===== src/rtl/key_scan_ctrl.sv =====
// key_scan_ctrl: N-key debouncer sharing one timer round-robin, with event FIFO.
// Define KEY_RELEASE_EVT_EN to queue release events as well as presses.
module key_scan_ctrl #(
  parameter  int N_KEYS       = 4,
  parameter  int DEBOUNCE_CYC = 2_000_000,
  parameter  int FIFO_DEPTH   = 4,
  localparam int KW = $clog2(N_KEYS),
  localparam int CW = $clog2(DEBOUNCE_CYC),
  localparam int AW = $clog2(FIFO_DEPTH)
) (
  input  logic              clk,
  input  logic              rst_n,
  input  logic [N_KEYS-1:0] key_in,
  output logic [N_KEYS-1:0] key_level,
  output logic              evt_valid,
  input  logic              evt_ready,
  output logic [KW-1:0]     evt_key,
  output logic              evt_press,
  output logic              evt_ovf,
  input  logic              ovf_clr
);

  localparam int KW1 = KW + 1;
  localparam int AW1 = AW + 1;

  typedef enum logic [1:0] {S_IDLE, S_TIME, S_COMMIT} state_t;

  state_t            st_q, st_d;
  logic [N_KEYS-1:0] s1_q, ks_q, lvl_q, lvl_d, mis, rot;
  logic [KW-1:0]     sel_q, sel_d, ptr_q, ptr_d, sel_inc, grant;
  logic [KW1-1:0]    off, sum;
  logic [CW-1:0]     cnt_q, cnt_d;
  logic              grant_vld, commit, new_lvl, push_req;
  logic              push_ok, pop, full, ovf_set, ovf_q;
  logic [KW-1:0]     kmem_q [FIFO_DEPTH];
  logic [AW-1:0]     wr_q, rd_q;
  logic [AW1-1:0]    occ_q, occ_d;

  always_ff @(posedge clk or negedge rst_n) begin
    if (!rst_n) begin
      s1_q <= '0;
      ks_q <= '0;
    end else begin
      s1_q <= key_in;
      ks_q <= s1_q;
    end
  end

  assign mis       = ks_q ^ lvl_q;
  assign grant_vld = |mis;

  // rotate so bit 0 is ptr, lowest set bit is the grant offset
  always_comb begin
    rot = N_KEYS'({mis, mis} >> ptr_q);
    off = '0;
    for (int i = N_KEYS - 1; i >= 0; i--)
      if (rot[i]) off = KW1'(i);
    sum = {1'b0, ptr_q} + off;
    if (sum >= KW1'(N_KEYS)) sum = sum - KW1'(N_KEYS);
    grant = sum[KW-1:0];
  end

  assign sel_inc = (sel_q == KW'(N_KEYS - 1)) ? '0 : sel_q + KW'(1);

  always_ff @(posedge clk or negedge rst_n) begin
    if (!rst_n) begin
      st_q  <= S_IDLE;
      sel_q <= '0;
      ptr_q <= '0;
      cnt_q <= '0;
      lvl_q <= '0;
    end else begin
      st_q  <= st_d;
      sel_q <= sel_d;
      ptr_q <= ptr_d;
      cnt_q <= cnt_d;
      lvl_q <= lvl_d;
    end
  end

  always_comb begin
    st_d  = st_q;
    sel_d = sel_q;
    ptr_d = ptr_q;
    cnt_d = cnt_q;
    lvl_d = lvl_q;
    unique case (st_q)
      S_IDLE: begin
        if (grant_vld) begin
          sel_d = grant;
          cnt_d = '0;
          st_d  = S_TIME;
        end
      end
      S_TIME: begin
        if (!mis[sel_q]) begin
          ptr_d = sel_inc;
          st_d  = S_IDLE;
        end else if (cnt_q == CW'(DEBOUNCE_CYC - 1)) begin
          st_d = S_COMMIT;
        end else begin
          cnt_d = cnt_q + CW'(1);
        end
      end
      S_COMMIT: begin
        lvl_d[sel_q] = ~lvl_q[sel_q];
        ptr_d        = sel_inc;
        st_d         = S_IDLE;
      end
      default: st_d = S_IDLE;
    endcase
  end

  assign commit  = (st_q == S_COMMIT);
  assign new_lvl = ~lvl_q[sel_q];

`ifdef KEY_RELEASE_EVT_EN
  assign push_req = commit;
`else
  assign push_req = commit & new_lvl;
`endif

  assign full    = (occ_q == AW1'(FIFO_DEPTH));
  assign pop     = evt_valid & evt_ready;
  assign push_ok = push_req & (~full | pop);
  assign ovf_set = push_req & full & ~pop;

  always_comb begin
    occ_d = occ_q;
    if (push_ok & ~pop)
      occ_d = occ_q + AW1'(1);
    else if (pop & ~push_ok)
      occ_d = occ_q - AW1'(1);
  end

  always_ff @(posedge clk or negedge rst_n) begin
    if (!rst_n) begin
      wr_q  <= '0;
      rd_q  <= '0;
      occ_q <= '0;
      ovf_q <= 1'b0;
      for (int i = 0; i < FIFO_DEPTH; i++) kmem_q[i] <= '0;
    end else begin
      occ_q <= occ_d;
      if (push_ok) begin
        kmem_q[wr_q] <= sel_q;
        wr_q         <= wr_q + AW'(1);
      end
      if (pop) rd_q <= rd_q + AW'(1);
      if (ovf_set) ovf_q <= 1'b1;
      else if (ovf_clr) ovf_q <= 1'b0;
    end
  end

`ifdef KEY_RELEASE_EVT_EN
  logic pmem_q [FIFO_DEPTH];

  always_ff @(posedge clk or negedge rst_n) begin
    if (!rst_n) begin
      for (int i = 0; i < FIFO_DEPTH; i++) pmem_q[i] <= 1'b0;
    end else if (push_ok) begin
      pmem_q[wr_q] <= new_lvl;
    end
  end

  assign evt_press = pmem_q[rd_q];
`else
  assign evt_press = 1'b1;
`endif

  assign key_level = lvl_q;
  assign evt_valid = (occ_q != '0);
  assign evt_key   = kmem_q[rd_q];
  assign evt_ovf   = ovf_q;

endmodule


===== config.mk =====
export PLATFORM = sky130hd
export DESIGN_NAME = key_scan_ctrl
export DESIGN_NICKNAME = d
export VERILOG_FILES = /design/src/rtl/key_scan_ctrl.sv
export SDC_FILE = /design/constraint.sdc
export NUM_CORES = 1
export LEC_CHECK = 0
export ABC_AREA = 1
export CELL_PAD_IN_SITES_DETAIL_PLACEMENT = 1
export CELL_PAD_IN_SITES_GLOBAL_PLACEMENT = 2
export CORE_ASPECT_RATIO = 1.1
export CORE_MARGIN = 2
export CORE_UTILIZATION = 39
export CTS_CLUSTER_DIAMETER = 40
export DETAILED_ROUTE_END_ITERATION = 16
export HOLD_SLACK_MARGIN = 0.08
export PLACE_DENSITY = 0.88
export SETUP_SLACK_MARGIN = 0.02
export SYNTH_ARGS = -nofsm -noshare
export SYNTH_HDL_FRONTEND = slang
export SYNTH_SLANG_ARGS = --single-unit

===== constraint.sdc =====
create_clock -name clk -period 3.77 [get_ports clk]
set_input_delay 0.754 -clock clk [delete_from_list [all_inputs] [get_ports clk]]
set_output_delay 0.754 -clock clk [all_outputs]
set_load 0.01 [all_outputs]

# Word level (Yosys, flattened, before mapping)
# Cells that the tools add are included.
# Widths: inputs -> output; s select.
[totals] regBits=55 in_bits=8
[classes] muxes=33 n_lt_le_gt_ge=6 n_reduce_logical=13 add_sub_neg=8 n_shift=1 eq_ne=10 n_bitwise=15
[op_table] cell="$mux 21" n=3
[op_table] cell="$pmux 21 s2" n=1
[op_table] cell="$add 21x1->21 const B" n=1
[op_table] cell="$eq 21x21->1 const B" n=1
[op_table] cell="$mux 2" n=10
[op_table] cell="$mux 3" n=5
[op_table] cell="$ge 3x3->1 const B" n=3
[op_table] cell="$bwmux 8" n=1
[op_table] cell="$ne 2x2->1 const B" n=4
[op_table] cell="$pmux 2 s2" n=2
[op_table] cell="$reduce_bool 2->1" n=4
[op_table] cell="$shr 8x2->4" n=1
[op_table] cell="$and 1x1->1" n=7
[op_table] cell="$add 2x1->2 const B" n=3
[op_table] cell="$not 2->3" n=2
[op_table] cell="$reduce_and 2->1" n=3
[op_table] cell="$mux 1" n=5
[op_table] cell="$bmux 1 s2" n=2
[op_table] cell="$bmux 2 s2" n=1
[op_table] cell="$bwmux 4" n=1
[op_table] cell="$demux 2 s2" n=1
[op_table] cell="$eq 2x2->1 const B" n=2
[op_table] cell="$not 1->1" n=4
[op_table] cell="$reduce_and 4->1" n=1
[op_table] cell="other kinds (17)" n=18

# Logic depth before layout (Yosys ltp)
[depth] ltp_word=9 ltp_mapped=14 ltp_nobuf=14

# Least setup slack after synthesis
# OpenSTA, ideal clock, no wires.
[synth_timing] path_kind="input port to flip-flop" from="in evt_ready" to="reg occ_q[2]" arrival_ns=2.100 t_required_ns=3.639 stages=10 n_path_buf=0 setup_ns=0.131 setup_slack_ns=1.539 path_cell_list="nand2_1 -> nand3_1 -> inv_1 -> nor2_8 -> ha_1 -> inv_1 -> fa_1 -> a21oi_1 -> o21ai_0 -> xor2_1"
[synth_via] elab_chain_cells=6 word_cells_on_any_way=9
[synth_rtl] item="start, declared" line="16" text="input logic evt_ready,"
[synth_rtl] item="$and 1x1->1 (*)" line="124" text="assign pop = evt_valid & evt_ready;"
[synth_rtl] item="$or 1x1->1 (*)" line="125" text="assign push_ok = push_req & (~full | pop);"
[synth_rtl] item="$and 1x1->1 (*)" line="125"
[synth_rtl] item="named net push_ok" line="34" text="logic push_ok, pop, full, ovf_set, ovf_q;"
[synth_rtl] item="$not 1->1" line="132" text="else if (pop & ~push_ok)"
[synth_rtl] item="$and 1x1->1" line="132"
[synth_rtl] item="$reduce_bool 2->1 (no source line)"
[synth_rtl] item="end signal, assigned" line="140" text="occ_q <= '0;"
[synth_rtl] item="end signal, assigned" line="144" text="occ_q <= occ_d;"
[synth_rtl] item="end, declared" line="37" text="logic [AW1-1:0] occ_q, occ_d;"
# The timed path passes the listed nets; every way through them passes the cells marked *.
# A chain may end at the register's enable or synchronous reset.

# Worst setup path in the final report
# Ends and elaborated chain as after synthesis.

==> impl_metrics.tcl <==
set metrics [dict create \
    outcome "completed" \
    fp.dieH_microns 102 \
    cts.repair.resized 0 \
    die_area_sq_um 9470 \
    fmax_ghz 0.394 \
    yosysSeqAreaShare_pct 40.5 \
    rows 35 \
    clk_path_buf_depth 2 \
    post_cts_buffers 0 \
    postLayoutCellArea_sq_um 3740 \
    ant_nets 0 \
    portBuffers 15 \
    syn_nets 454 \
    fin_crit_ns 2.54 \
    synth-seq-cells 55 \
    ys_warn_count 0 \
    vias_per_cell 4.90 \
    grt_most_used_layer "met2" \
    p_leak_nw 1.70 \
    grt_first_pass_wirelength_microns 14300 \
    syn_area_sq_um 3400 \
    worst_clock_skew_ns 0.00849 \
    stdcell_count 563 \
    nNetsFinal 471 \
    firstDrtPassIters 4 \
    power.density_nw_per_um2 533 \
    synth_edf_count 0 \
    r2r-start "sel_q[1]" \
    reg2regPathDepth 12 \
    cts.clk_slew.worst_paths_ns 0.10 \
    wirelength_microns 8220 \
    num_vias 2758 \
    dp_hpwl_microns 6250 \
    path_class "primary input to flip-flop" \
    cts_tree "done" \
    worstSetupStartpointType "primary input" \
    start_util_pct 40.4 \
    grt_antenna_before_repair 0 \
    hold_class "flip-flop to flip-flop" \
    slew_headroom_pct 46.8 \
    grt_max_degree 37 \
    cts_root_buf "clkbuf_8" \
    grt_pass1_vias 2938 \
    endpoint "occ_q[2]" \
    avgSynthCellArea_sq_um 7.83 \
    required_ns 3.96 \
    synth.distinct_cells 32 \
    dpl_cell_area_sq_um 3620 \
    cp-end-kind "flip-flop" \
    synth_flop_cell "dfrtp_1" \
    max-cap-violations 0 \
    gp_congestion 0.831 \
    peakVddDrop_v 0.000217 \
    drt_first_iter_violations 78 \
    coreArea_sq_um 8410 \
    pin_count 17 \
    synth_top_area_cell "dfrtp_1" \
    grt_usage_pct 19.0 \
    async_flop_share_pct 100 \
    final.setup.tns_ns 0 \
    netlist_instances 434 \
    setup_viol 0 \
    yosysTopAreaCellShare_pct 40.5 \
    cts_num_sinks 55 \
    grt_util_met1_pct 24.1 \
    htree_levels 2 \
    rrSetupSlack_ns 1.31 \
    cp-startpoint "evt_ready" \
    numCtsBuffers 5 \
    post-synth-top-count-cell "nand2_1" \
    tightest_slew_ns 0.798 \
    rsz0062_at_grt "false" \
    synth_area_leaders "dfrtp_1 41%, nand2_1 13%, inv_1 5.3%" \
    report.final.hold_viol_count 0 \
    hold_slack_ns 0.360 \
    route.detailed.drc 0 \
    worstPathArrival_ns 2.73 \
    clock_latency_ns 0.31 \
    drt-wirelength-per-cell_microns 14.6 \
    antenna_cells 0 \
    dp_cells 555 \
    r2r-end "occ_q[2]" \
    syn_to_final_growth_pct 10.2 \
    fp.dieW_microns 93.0 \
    grtUsageMet3_pct 2.73 \
    drive_gt1_share_pct 13.1 \
    synthTopCellsByCount "120 x nand2_1, 55 x dfrtp_1, 48 x inv_1" \
    gr-total-overflow 0 \
    fin_crit_sh_pct 67.3 \
    drv_slew 0 \
    path_max_fanout 8 \
    grt_use_met2_pct 34.3 \
    postCtsHoldBufs 0 \
]
metal layers:
metal | up-vias | part of all wire, %
met2 | 26 | 51
li1 | 1400 | -
met4 | 0 | 1.3
met3 | 11 | 2.1
met5 | - | 0
met1 | 1321 | 45
critical path, stage by stage:
cell             delay (ns)
clkdlybuf4s50_1        0.48
nand2_1                0.09
nand3_1                0.10
inv_1                  0.10
nor2_8                 0.18
ha_1                   0.16
inv_1                  0.06
fa_1                   0.37
a21oi_1                0.15
o21ai_0                0.11
xor2_1                 0.16
worst min path at each step:
stage	cells past startpoint	endpoint	start	slack, ns
after floorplan	0	ks_q[0]	s1_q[0]	0.33
after global placement	0	ks_q[1]	s1_q[1]	0.34
after detailed placement	0	ks_q[1]	s1_q[1]	0.34
after CTS	0	ks_q[3]	s1_q[3]	0.36
after global routing	0	ks_q[3]	s1_q[3]	0.37
final	0	ks_q[3]	s1_q[3]	0.36
final cells by class:
type | count | area, sq um
flip-flops and latches | 55 | 1380
repair buffers | 17 | 160
multi-input cells | 319 | 1750
inverters | 53 | 199
clock inverters | 2 | 38.8
clock buffers | 6 | 82.6
fillers | 1069 | 4660
well taps | 111 | 139
power by group:
group          switching (mW)  internal, mW  total, mW
registers               0.103         0.663      0.766
clock network           0.204         0.219      0.423
logic                   0.551         0.256      0.807
total                   0.857          1.14       2.00
metrics by stage:
stage | util [%] | setup WS, ns | power (mW)
floorplan | - | 1.54 | 1.41
CTS | 44.5 | 1.21 | 2.03
global placement | 43.1 | 0.980 | 1.56
global route | 44.5 | 1.04 | 2.17
finish | 44.5 | 1.23 | 2.00
detailed placement | 43.1 | 0.884 | 1.59
registers in the layout, summed over array words and instances, names as in the netlist:
register	count
cnt_q	21
evt_ovf	1
key_level	4
kmem_q	8
ks_q	4
occ_q	3
ptr_q	2
rd_q	2
s1_q	4
sel_q	2
st_q	2
wr_q	2
layout by cell type, fill, tap and decap left out, types with 5 or more instances in the layout:
cell type        instances
clkbuf_8                 6
clkdlybuf4s50_1         14
dfrtp_1                 55
ha_1                    11
inv_1                   48
inv_2                    5
nand2_1                120
nand2_2                 15
nand3_1                 34
nand4_1                  8
nor2_1                  45
nor3_1                   5
o21ai_0                 16
o21ai_1                  6
o21ai_2                 12
xor2_1                  17
logic make-up (layout without fill, tap and decap cells):
logic type / Yosys count / count (layout) / share of synthesized area [%]
adders and majority gates: 12 / 12 / 4.64
and+or+nand+nor: 239 / 239 / 32.3
other: 1 / 1 / 0.110
DFF: 55 / 55 / 40.5
buffers and inverters: 60 / 78 / 8.03
muxes: 4 / 4 / 1.33
xor gates and xnor gates: 21 / 21 / 5.41
AOI/OAI and AO/OA: 42 / 42 / 7.66
(Power assumes the default switching activity.)
